[src/rtl/seg7_pkg.sv]
// Shared constants and types for recovering BCD digits from a 7-segment display bus.
// Segment codes are written with segment a as the MSB and dp as the LSB (always 0 here).
package seg7_pkg;

  localparam logic [7:0] SEG_0       = 8'hFC;
  localparam logic [7:0] SEG_1       = 8'h60;
  localparam logic [7:0] SEG_2       = 8'hDA;
  localparam logic [7:0] SEG_3       = 8'hF2;
  localparam logic [7:0] SEG_4       = 8'h66;
  localparam logic [7:0] SEG_5       = 8'hB6;
  localparam logic [7:0] SEG_6       = 8'hBE;
  localparam logic [7:0] SEG_7       = 8'hE0;
  localparam logic [7:0] SEG_8       = 8'hFE;
  localparam logic [7:0] SEG_9       = 8'hF6;
  localparam logic [7:0] SEG_APAGADO = 8'h00;

  localparam logic [3:0] BCD_APAGADO  = 4'hE;
  localparam logic [3:0] BCD_INVALIDO = 4'hF;

  typedef enum logic [1:0] {OCIOSO, CONTANDO, CAPTURADO} estado_e;

  // Bit width needed to hold 0..n-1, never less than one bit.
  function automatic int unsigned largura_min1(input int unsigned n);
    return (n > 1) ? $clog2(n) : 1;
  endfunction

endpackage

[src/rtl/seg7_decod.sv]
// Combinational 7-segment pattern to BCD decoder; dp is not an input.
// Blank decodes to BCD_APAGADO, any unknown pattern to BCD_INVALIDO with invalido_o set.
module seg7_decod
  import seg7_pkg::*;
(
  input  logic [0:6] padrao_i,
  output logic [3:0] bcd_o,
  output logic       invalido_o
);

  logic [7:0] codigo;
  assign codigo = {padrao_i, 1'b0};

  always_comb begin
    bcd_o      = BCD_INVALIDO;
    invalido_o = 1'b0;
    case (codigo)
      SEG_0:       bcd_o = 4'd0;
      SEG_1:       bcd_o = 4'd1;
      SEG_2:       bcd_o = 4'd2;
      SEG_3:       bcd_o = 4'd3;
      SEG_4:       bcd_o = 4'd4;
      SEG_5:       bcd_o = 4'd5;
      SEG_6:       bcd_o = 4'd6;
      SEG_7:       bcd_o = 4'd7;
      SEG_8:       bcd_o = 4'd8;
      SEG_9:       bcd_o = 4'd9;
      SEG_APAGADO: bcd_o = BCD_APAGADO;
      default:     invalido_o = 1'b1;
    endcase
  end

endmodule

[src/rtl/seg7_para_bcd.sv]
// Samples a multiplexed 7-segment bus, commits each stable digit and assembles N-digit frames
// for a valid/ack consumer. Define SEG7_PONTO_EN to track and latch the decimal points.
module seg7_para_bcd
  import seg7_pkg::*;
#(
  parameter int unsigned N_DIGITOS = 4,
  parameter int unsigned ESTAVEL   = 3
) (
  input  logic                                 clk,
  input  logic                                 rst_n,
  input  logic [0:7]                           seg,
  input  logic [N_DIGITOS-1:0]                 an,
  output logic [3:0]                           digito,
  output logic [largura_min1(N_DIGITOS)-1:0]   indice,
  output logic                                 novo,
  output logic [4*N_DIGITOS-1:0]               quadro,
  output logic [N_DIGITOS-1:0]                 pontos,
  output logic [N_DIGITOS-1:0]                 erros,
  output logic                                 quadro_valido,
  input  logic                                 quadro_ack,
  output logic                                 perdido
);

  localparam int unsigned IW = largura_min1(N_DIGITOS);
  localparam int unsigned CW = largura_min1(ESTAVEL);
  localparam logic [CW-1:0] CntMax = CW'(ESTAVEL - 1);

  estado_e                state_q, state_d;
  logic [CW-1:0]          cnt_q, cnt_d;
  logic [N_DIGITOS-1:0]   s_an_q;
  logic [0:6]             s_seg_q;
  logic                   mudou, commit, completo;
  logic [IW-1:0]          s_idx;
  logic [3:0]             dec_bcd;
  logic                   dec_inv;

  logic [N_DIGITOS-1:0]   mask_q, mask_d;
  logic [4*N_DIGITOS-1:0] wrk_bcd_q, wrk_bcd_d, quadro_q, quadro_d;
  logic [N_DIGITOS-1:0]   wrk_err_q, wrk_err_d, erros_q, erros_d;
  logic [3:0]             digito_q, digito_d;
  logic [IW-1:0]          indice_q, indice_d;
  logic                   novo_q, novo_d, valido_q, valido_d, perdido_q, perdido_d;

  seg7_decod u_decod (
    .padrao_i   (s_seg_q),
    .bcd_o      (dec_bcd),
    .invalido_o (dec_inv)
  );

  always_comb begin
    s_idx = '0;
    for (int i = 0; i < int'(N_DIGITOS); i++) begin
      if (s_an_q[i]) s_idx = s_idx | IW'(i);
    end
  end

  // Stability counter and FSM; a sample change always restarts the window.
  always_comb begin
    state_d = state_q;
    cnt_d   = cnt_q;
    commit  = 1'b0;
    if (mudou) begin
      state_d = $onehot(an) ? CONTANDO : OCIOSO;
      cnt_d   = '0;
    end else begin
      if (cnt_q != CntMax) cnt_d = cnt_q + 1'b1;
      if (state_q == CONTANDO && cnt_q == CntMax) begin
        commit  = 1'b1;
        state_d = CAPTURADO;
      end
    end
  end

  assign completo = commit && (&(mask_q | s_an_q));

  always_comb begin
    digito_d  = digito_q;
    indice_d  = indice_q;
    novo_d    = commit;
    wrk_bcd_d = wrk_bcd_q;
    wrk_err_d = wrk_err_q;
    mask_d    = mask_q;
    quadro_d  = quadro_q;
    erros_d   = erros_q;
    valido_d  = valido_q && !quadro_ack;
    perdido_d = 1'b0;
    if (commit) begin
      digito_d  = dec_bcd;
      indice_d  = s_idx;
      wrk_err_d = (wrk_err_q & ~s_an_q) | (s_an_q & {N_DIGITOS{dec_inv}});
      for (int i = 0; i < int'(N_DIGITOS); i++) begin
        if (s_an_q[i]) wrk_bcd_d[4*i +: 4] = dec_bcd;
      end
      mask_d = mask_q | s_an_q;
    end
    if (completo) begin
      quadro_d  = wrk_bcd_d;
      erros_d   = wrk_err_d;
      mask_d    = '0;
      valido_d  = 1'b1;
      // A coincident ack consumes the old frame, so nothing is lost.
      perdido_d = valido_q && !quadro_ack;
    end
  end

  always_ff @(posedge clk or negedge rst_n) begin
    if (!rst_n) begin
      state_q   <= OCIOSO;
      cnt_q     <= '0;
      s_an_q    <= '0;
      s_seg_q   <= '0;
      mask_q    <= '0;
      wrk_bcd_q <= '0;
      wrk_err_q <= '0;
      quadro_q  <= '0;
      erros_q   <= '0;
      digito_q  <= '0;
      indice_q  <= '0;
      novo_q    <= 1'b0;
      valido_q  <= 1'b0;
      perdido_q <= 1'b0;
    end else begin
      state_q   <= state_d;
      cnt_q     <= cnt_d;
      s_an_q    <= an;
      s_seg_q   <= seg[0:6];
      mask_q    <= mask_d;
      wrk_bcd_q <= wrk_bcd_d;
      wrk_err_q <= wrk_err_d;
      quadro_q  <= quadro_d;
      erros_q   <= erros_d;
      digito_q  <= digito_d;
      indice_q  <= indice_d;
      novo_q    <= novo_d;
      valido_q  <= valido_d;
      perdido_q <= perdido_d;
    end
  end

`ifdef SEG7_PONTO_EN
  logic                 s_dp_q;
  logic [N_DIGITOS-1:0] wrk_dp_q, wrk_dp_d, pontos_q, pontos_d;

  assign mudou = (an != s_an_q) || (seg[0:6] != s_seg_q) || (seg[7] != s_dp_q);

  always_comb begin
    wrk_dp_d = wrk_dp_q;
    pontos_d = pontos_q;
    if (commit) wrk_dp_d = (wrk_dp_q & ~s_an_q) | (s_an_q & {N_DIGITOS{s_dp_q}});
    if (completo) pontos_d = wrk_dp_d;
  end

  always_ff @(posedge clk or negedge rst_n) begin
    if (!rst_n) begin
      s_dp_q   <= 1'b0;
      wrk_dp_q <= '0;
      pontos_q <= '0;
    end else begin
      s_dp_q   <= seg[7];
      wrk_dp_q <= wrk_dp_d;
      pontos_q <= pontos_d;
    end
  end

  assign pontos = pontos_q;
`else
  logic unused_dp;
  assign unused_dp = seg[7];
  assign mudou     = (an != s_an_q) || (seg[0:6] != s_seg_q);
  assign pontos    = '0;
`endif

  assign digito        = digito_q;
  assign indice        = indice_q;
  assign novo          = novo_q;
  assign quadro        = quadro_q;
  assign erros         = erros_q;
  assign quadro_valido = valido_q;
  assign perdido       = perdido_q;

endmodule

[config.mk]
export PLATFORM = sky130hd
export DESIGN_NAME = seg7_para_bcd
export DESIGN_NICKNAME = d
export VERILOG_FILES = /design/src/rtl/seg7_pkg.sv /design/src/rtl/seg7_decod.sv /design/src/rtl/seg7_para_bcd.sv
export SDC_FILE = /design/constraint.sdc
export NUM_CORES = 1
export LEC_CHECK = 0
export ABC_AREA = 1
export ABC_CLOCK_PERIOD_IN_PS = 1720
export CORE_ASPECT_RATIO = 0.8
export CORE_MARGIN = 4
export CORE_UTILIZATION = 48
export DETAILED_ROUTE_END_ITERATION = 7
export PLACE_DENSITY = 0.72
export SETUP_SLACK_MARGIN = 0.3
export SYNTH_ARGS = -nofsm -noshare
export SYNTH_HDL_FRONTEND = slang
export SYNTH_SLANG_ARGS = --single-unit
[constraint.sdc]
create_clock -name clk -period 1.72 [get_ports clk]
set_input_delay 0.344 -clock clk [delete_from_list [all_inputs] [get_ports clk]]
set_output_delay 0.344 -clock clk [all_outputs]
set_load 0.02 [all_outputs]
# Word-level counts from Yosys, hierarchy flattened
# Index checks and enable logic that the tools add are counted.
# totals
register_bits	68
in_bits	15
output_inout_bits	33
elab_cells	72
# classes
add_sub_neg	4
n_eq_ne	16
n_mux	22
bitwise	5
n_reduce_logical	11
# ops
operator	count
== test 7 bit, second input constant	8
case mux 4 bit (11 select lines)	1
2-to-1 mux 4 bit	7
2-to-1 mux 16 bit	1
== test 7 x 6 -> 1 bit, second input constant	2
2-to-1 mux 2 bit	6
OR reduction 11 bit	1
AND 4 bit	2
zero test 8 bit	1
bitwise OR 4 bit	2
2-to-1 mux 1 bit	7
!= test 7 bit	1
nonzero test 2 bit	3
adder 1 x 1 -> 2 bit	2
!= test 4 bit	1
inverter 4 bit	1
AND reduction 4 bit	1
adder 2 x 2 -> 3 bit	1
== test 3 x 1 -> 1 bit, second input constant	1
logical AND 1 bit	3
adder 2 x 1 -> 2 bit, second input constant	1
== test 2 x 1 -> 1 bit, second input constant	1
== test 2 bit, second input constant	1
!= test 2 bit, second input constant	1
other kinds (2)	2

# Depth between registers and ports, before layout
# depth
depth_word	6
mapped_depth	12
mapped_depth_nobuf	12

# By module
# From an unflattened synthesis, not the netlist that was laid out.
# unflattened
cells_unflattened	430
area_unflattened_um2	3639.7
# by_module_without_submodules
mod	instances	cells_each	area_per_inst_um2
seg7_para_bcd	1	366	3357.0
seg7_decod	1	64	282.8

# Worst setup path before layout
# Ideal clock, no wire load.
# synth_path
path_type	reg2reg
startpoint	reg cnt_q[0]
endpoint	reg erros_q[3] (netlist: erros[3])
setup_time_ps	117
t_arrival_ps	1551
t_required_ps	1603
setup_slack_ps	51
path_stages_with_launch	11
n_path_buf	1
synth_period_minus_slack_ps	1669
path_cell_list	dfrtp_1 inv_1 ha_1 nand3_1 inv_1 nand4_4 nor2_4 inv_2 buf_6 nand2_1 nand2_1
# synth_between
elab_chain_len	5
# synth_lines
item	line_no	text
start: declaration	seg7_para_bcd.sv:29	logic [CW-1:0] cnt_q, cnt_d;
start signal: assignment	seg7_para_bcd.sv:124	cnt_q <= cnt_d;
== test 2 bit *	seg7_para_bcd.sv:67	if (state_q == CONTANDO && cnt_q == CntMax) begin
logical AND 1 bit *	seg7_para_bcd.sv:67	
2-to-1 mux 1 bit *	seg7_para_bcd.sv:67	
2-to-1 mux 1 bit *	seg7_para_bcd.sv:62	if (mudou) begin
2-to-1 mux 4 bit or logical AND 1 bit (tied branches)	seg7_para_bcd.sv:87, seg7_para_bcd.sv:74	
end signal: assignment	seg7_para_bcd.sv:131	erros_q <= erros_d;
end: declaration	seg7_para_bcd.sv:39	logic [N_DIGITOS-1:0] wrk_err_q, wrk_err_d, erros_q, erros_d;
# Mark *: on every way between the ends. The rest lies on a longest branch, timed or not.
# A chain may end at the register's enable or synchronous reset.

# Worst setup path in the final report
# layout_path
startpoint	reg s_an_q[2]
endpoint	reg quadro_q[2] (netlist: quadro[2])
# layout_between
elab_chain_len	4
# layout_lines
item	line_no	text
start: declaration	seg7_para_bcd.sv:30	logic [N_DIGITOS-1:0] s_an_q;
start signal: assignment	seg7_para_bcd.sv:125	s_an_q <= an;
!= test 4 bit	seg7_para_bcd.sv:169	assign mudou = (an != s_an_q) || (seg[0:6] != s_seg_q);
logical OR 1 bit	seg7_para_bcd.sv:169	
2-to-1 mux 1 bit	seg7_para_bcd.sv:62	
2-to-1 mux 16 bit or logical AND 1 bit (tied branches)	seg7_para_bcd.sv:87, seg7_para_bcd.sv:74	
end signal: assignment	seg7_para_bcd.sv:130	quadro_q <= quadro_d;
end: declaration	seg7_para_bcd.sv:38	logic [4*N_DIGITOS-1:0] wrk_bcd_q, wrk_bcd_d, quadro_q, quadro_d;
# Parallel ways exist; a longest one is shown, timed or not.

==> results.cfg <==
[timing]
setup_ws_ns = -0.0858
period_needed_ns = 1.81
worst_hold_slack_ns = -0.0180
fin_tns_setup_ns = -1.74
rsz0062_at_grt = yes
finClkSkew_ns = 0.00754
setup_viol = 36
slew_violations = 0
fin_crit_sh = 1.05
hold_viol = 14
fmax_mhz = 554

[clock_network]
cts_max_path_buffers = 2
cts_buffers = 9
clk_pin_slew_ns = 0.07
cts-root-buf = clkbuf_8
cts_tree = done
h-tree-depth = 3
ctsHoldBuffers = 0
insertion_delay_ns = 0.35
clkSinkCount = 68

[placed_design]
hpwl_um = 4880
gp_congestion = 0.838
place_inst = 534
numPortBuffers = 42

[setup_path]
rr_startpoint = s_an_q[2]$_DFF_PN0_
critPathMaxFanout = 8
start_kind = flop
rrSetupSlack_ns = -0.09
rr_endpoint = quadro[2]$_DFFE_PN0P_
worstSetupPathType = flop to flop
cp.arrival_ns = 2.10
cp.required_ns = 2.01
worstRegToRegCells = 10
worst_setup_path_end_kind = flop

[cells_and_area]
drive_above_1_share = 0.347
fillers = 449
final_core_utilization = 0.739
syn_to_final_growth_pct = 49.1
fin_nets = 509
layout_common_cells = nand2_1, dfrtp_1, inv_1
final_common_cell = nand2_1
final_cells = 579
num_antenna_cells = 0

[yosys]
synth_largest_area_cell = dfrtp_1
synthCells = 390
yosys_warnings = 0
avgSynthCellArea_um2 = 8.14
synth_top_area_frac = 0.536
synth_cell_types = 25
netlist_area_um2 = 3180
yosysSeqAreaShare = 0.536
ys_ff_latch = 68
synth_area_leaders = dfrtp_1, nand2_1, inv_1, nand3_1, and2_1

[global_route]
antenna_found_initial = 0
grt_use_total = 0.210
grt_start_max_net_pins = 69
first_global_vias = 2841
grt-ovfl-total = 0
grt_pass1_wl_um = 13000

[route]
vias = 2875
antenna_left = 0
wl_per_cell_um = 14.5
viasPerCell = 4.97
top_layer = met4
drt_iter0_drc = 135
wl_met3_um = 498
drcViolationCount = 0
met1_length_um = 3590
routed_wl_um = 8400
dr.pass1.iters = 4
wl_met2_um = 4080

[die]
rows = 26
initial_core_util = 0.496
dieArea_um2 = 7990
die_x_um = 98.9
die_h_um = 80.8
ios = 48
core_um2 = 6410

[run]
drv_cap = 0

[pwr]
power_density_nw_per_um2 = 689
irDropWorstVdd_uv = 493
leakagePower_nw = 2.44
finalPower_mw = 3.26

[status]
status = finished with violations
violations = negative hold slack, negative setup slack

[hold_path]
hp-class = input pin to async pin
-- area by class of cell --
class	count	area (um2)	area share
clock buffer	11	141	0.0299
sequential	68	1700	0.360
multi-input combinational	266	1610	0.341
clock inverter	5	61.3	0.0129
timing repair buffer	94	892	0.188
tap	84	105	0.0222
inverter	51	216	0.0457
-- what timing repair did --
action,in CTS,in global routing
setup buffers,20,5
endpoints found under the setup margin,85,82
gates cloned,3,1
pin swaps,25,27
resized for setup,97,102
-- synthesized netlist by cell type --
cell       instances
nand2_1          155
dfrtp_1           68
inv_1             50
nand3_1           34
nor2_1            23
and2_1            16
a21oi_1            6
buf_4              6
nor2_2             5
o21ai_0            4
xnor2_1            4
ha_1               3
buf_6              2
nand4_1            2
xor2_1             2
buf_2              1
conb_1             1
fa_1               1
inv_2              1
nand4_4            1
nor2_4             1
nor3_1             1
nor3_2             1
o2111ai_1          1
o21a_1             1
-- flip-flops by register name (all words and copies together), names as in the netlist --
register	flops
quadro	16
wrk_bcd_q	16
s_seg_q	7
digito	4
erros	4
mask_q	4
s_an_q	4
wrk_err_q	4
cnt_q	2
indice	2
state_q	2
novo	1
perdido	1
quadro_valido	1
-- metal layers --
metal | global-route usage | vias to the layer above
met5 | 0 | -
met4 | 0.0819 | 0
met3 | 0.0584 | 24
met2 | 0.348 | 86
met1 | 0.264 | 1371
li1 | - | 1394
-- cells by family (layout without fill, tap and decap cells) --
| group | count (synthesis) | in the layout | synth area share |
|---|---|---|---|
| adders and majority gates | 4 | 4 | 0.0181 |
| AOI/OAI and AO/OA | 12 | 12 | 0.0209 |
| xor gates and xnor gates | 6 | 6 | 0.0165 |
| other | 1 | 4 | 0.00118 |
| DFF | 68 | 68 | 0.536 |
| buffers and inverters | 60 | 161 | 0.0831 |
| and+or+nand+nor | 239 | 240 | 0.324 |
-- stage by stage --
step,instance area (um2),setup slack [ns]
2_1_floorplan,3230,0.105
3_3_place_gp,3890,-0.598
3_5_place_dp,3890,-0.660
4_1_cts,4480,0.0412
5_1_grt,4730,-0.240
6_report,4730,-0.0858
-- worst max-delay path by stage --
stage                    startpoint                     end  slack (ns)
2_1_floorplan                 an[3]  state_q[0]$_DFFE_PN0P_        0.11
3_3_place_gp                  an[3]  state_q[0]$_DFFE_PN0P_       -0.60
3_5_place_dp                  an[3]  state_q[0]$_DFFE_PN0P_       -0.66
4_1_cts        s_seg_q[4]$_DFF_PN0_  quadro[11]$_DFFE_PN0P_        0.04
5_1_grt         s_an_q[3]$_DFF_PN0_   quadro[7]$_DFFE_PN0P_       -0.24
6_report        s_an_q[2]$_DFF_PN0_   quadro[2]$_DFFE_PN0P_       -0.09
-- worst max-delay path, stage by stage (launching register included) --
cell	delay (ns)
dfrtp_1	0.40
xnor2_1	0.17
nand2_1	0.14
nor2_4	0.17
nand4_4	0.18
nor2_4	0.19
buf_4	0.13
buf_4	0.12
buf_16	0.12
nand3_1	0.08
nand2_1	0.07
-- power breakdown --
part	switching (mW)	total [mW]	internal [mW]	leakage (nW)
combinational	0.184	0.302	0.118	1.53
clock	0.611	1.32	0.711	0.0918
sequential	0.0204	1.64	1.62	0.823
Note: power is estimated with default switching activity, not from simulation.
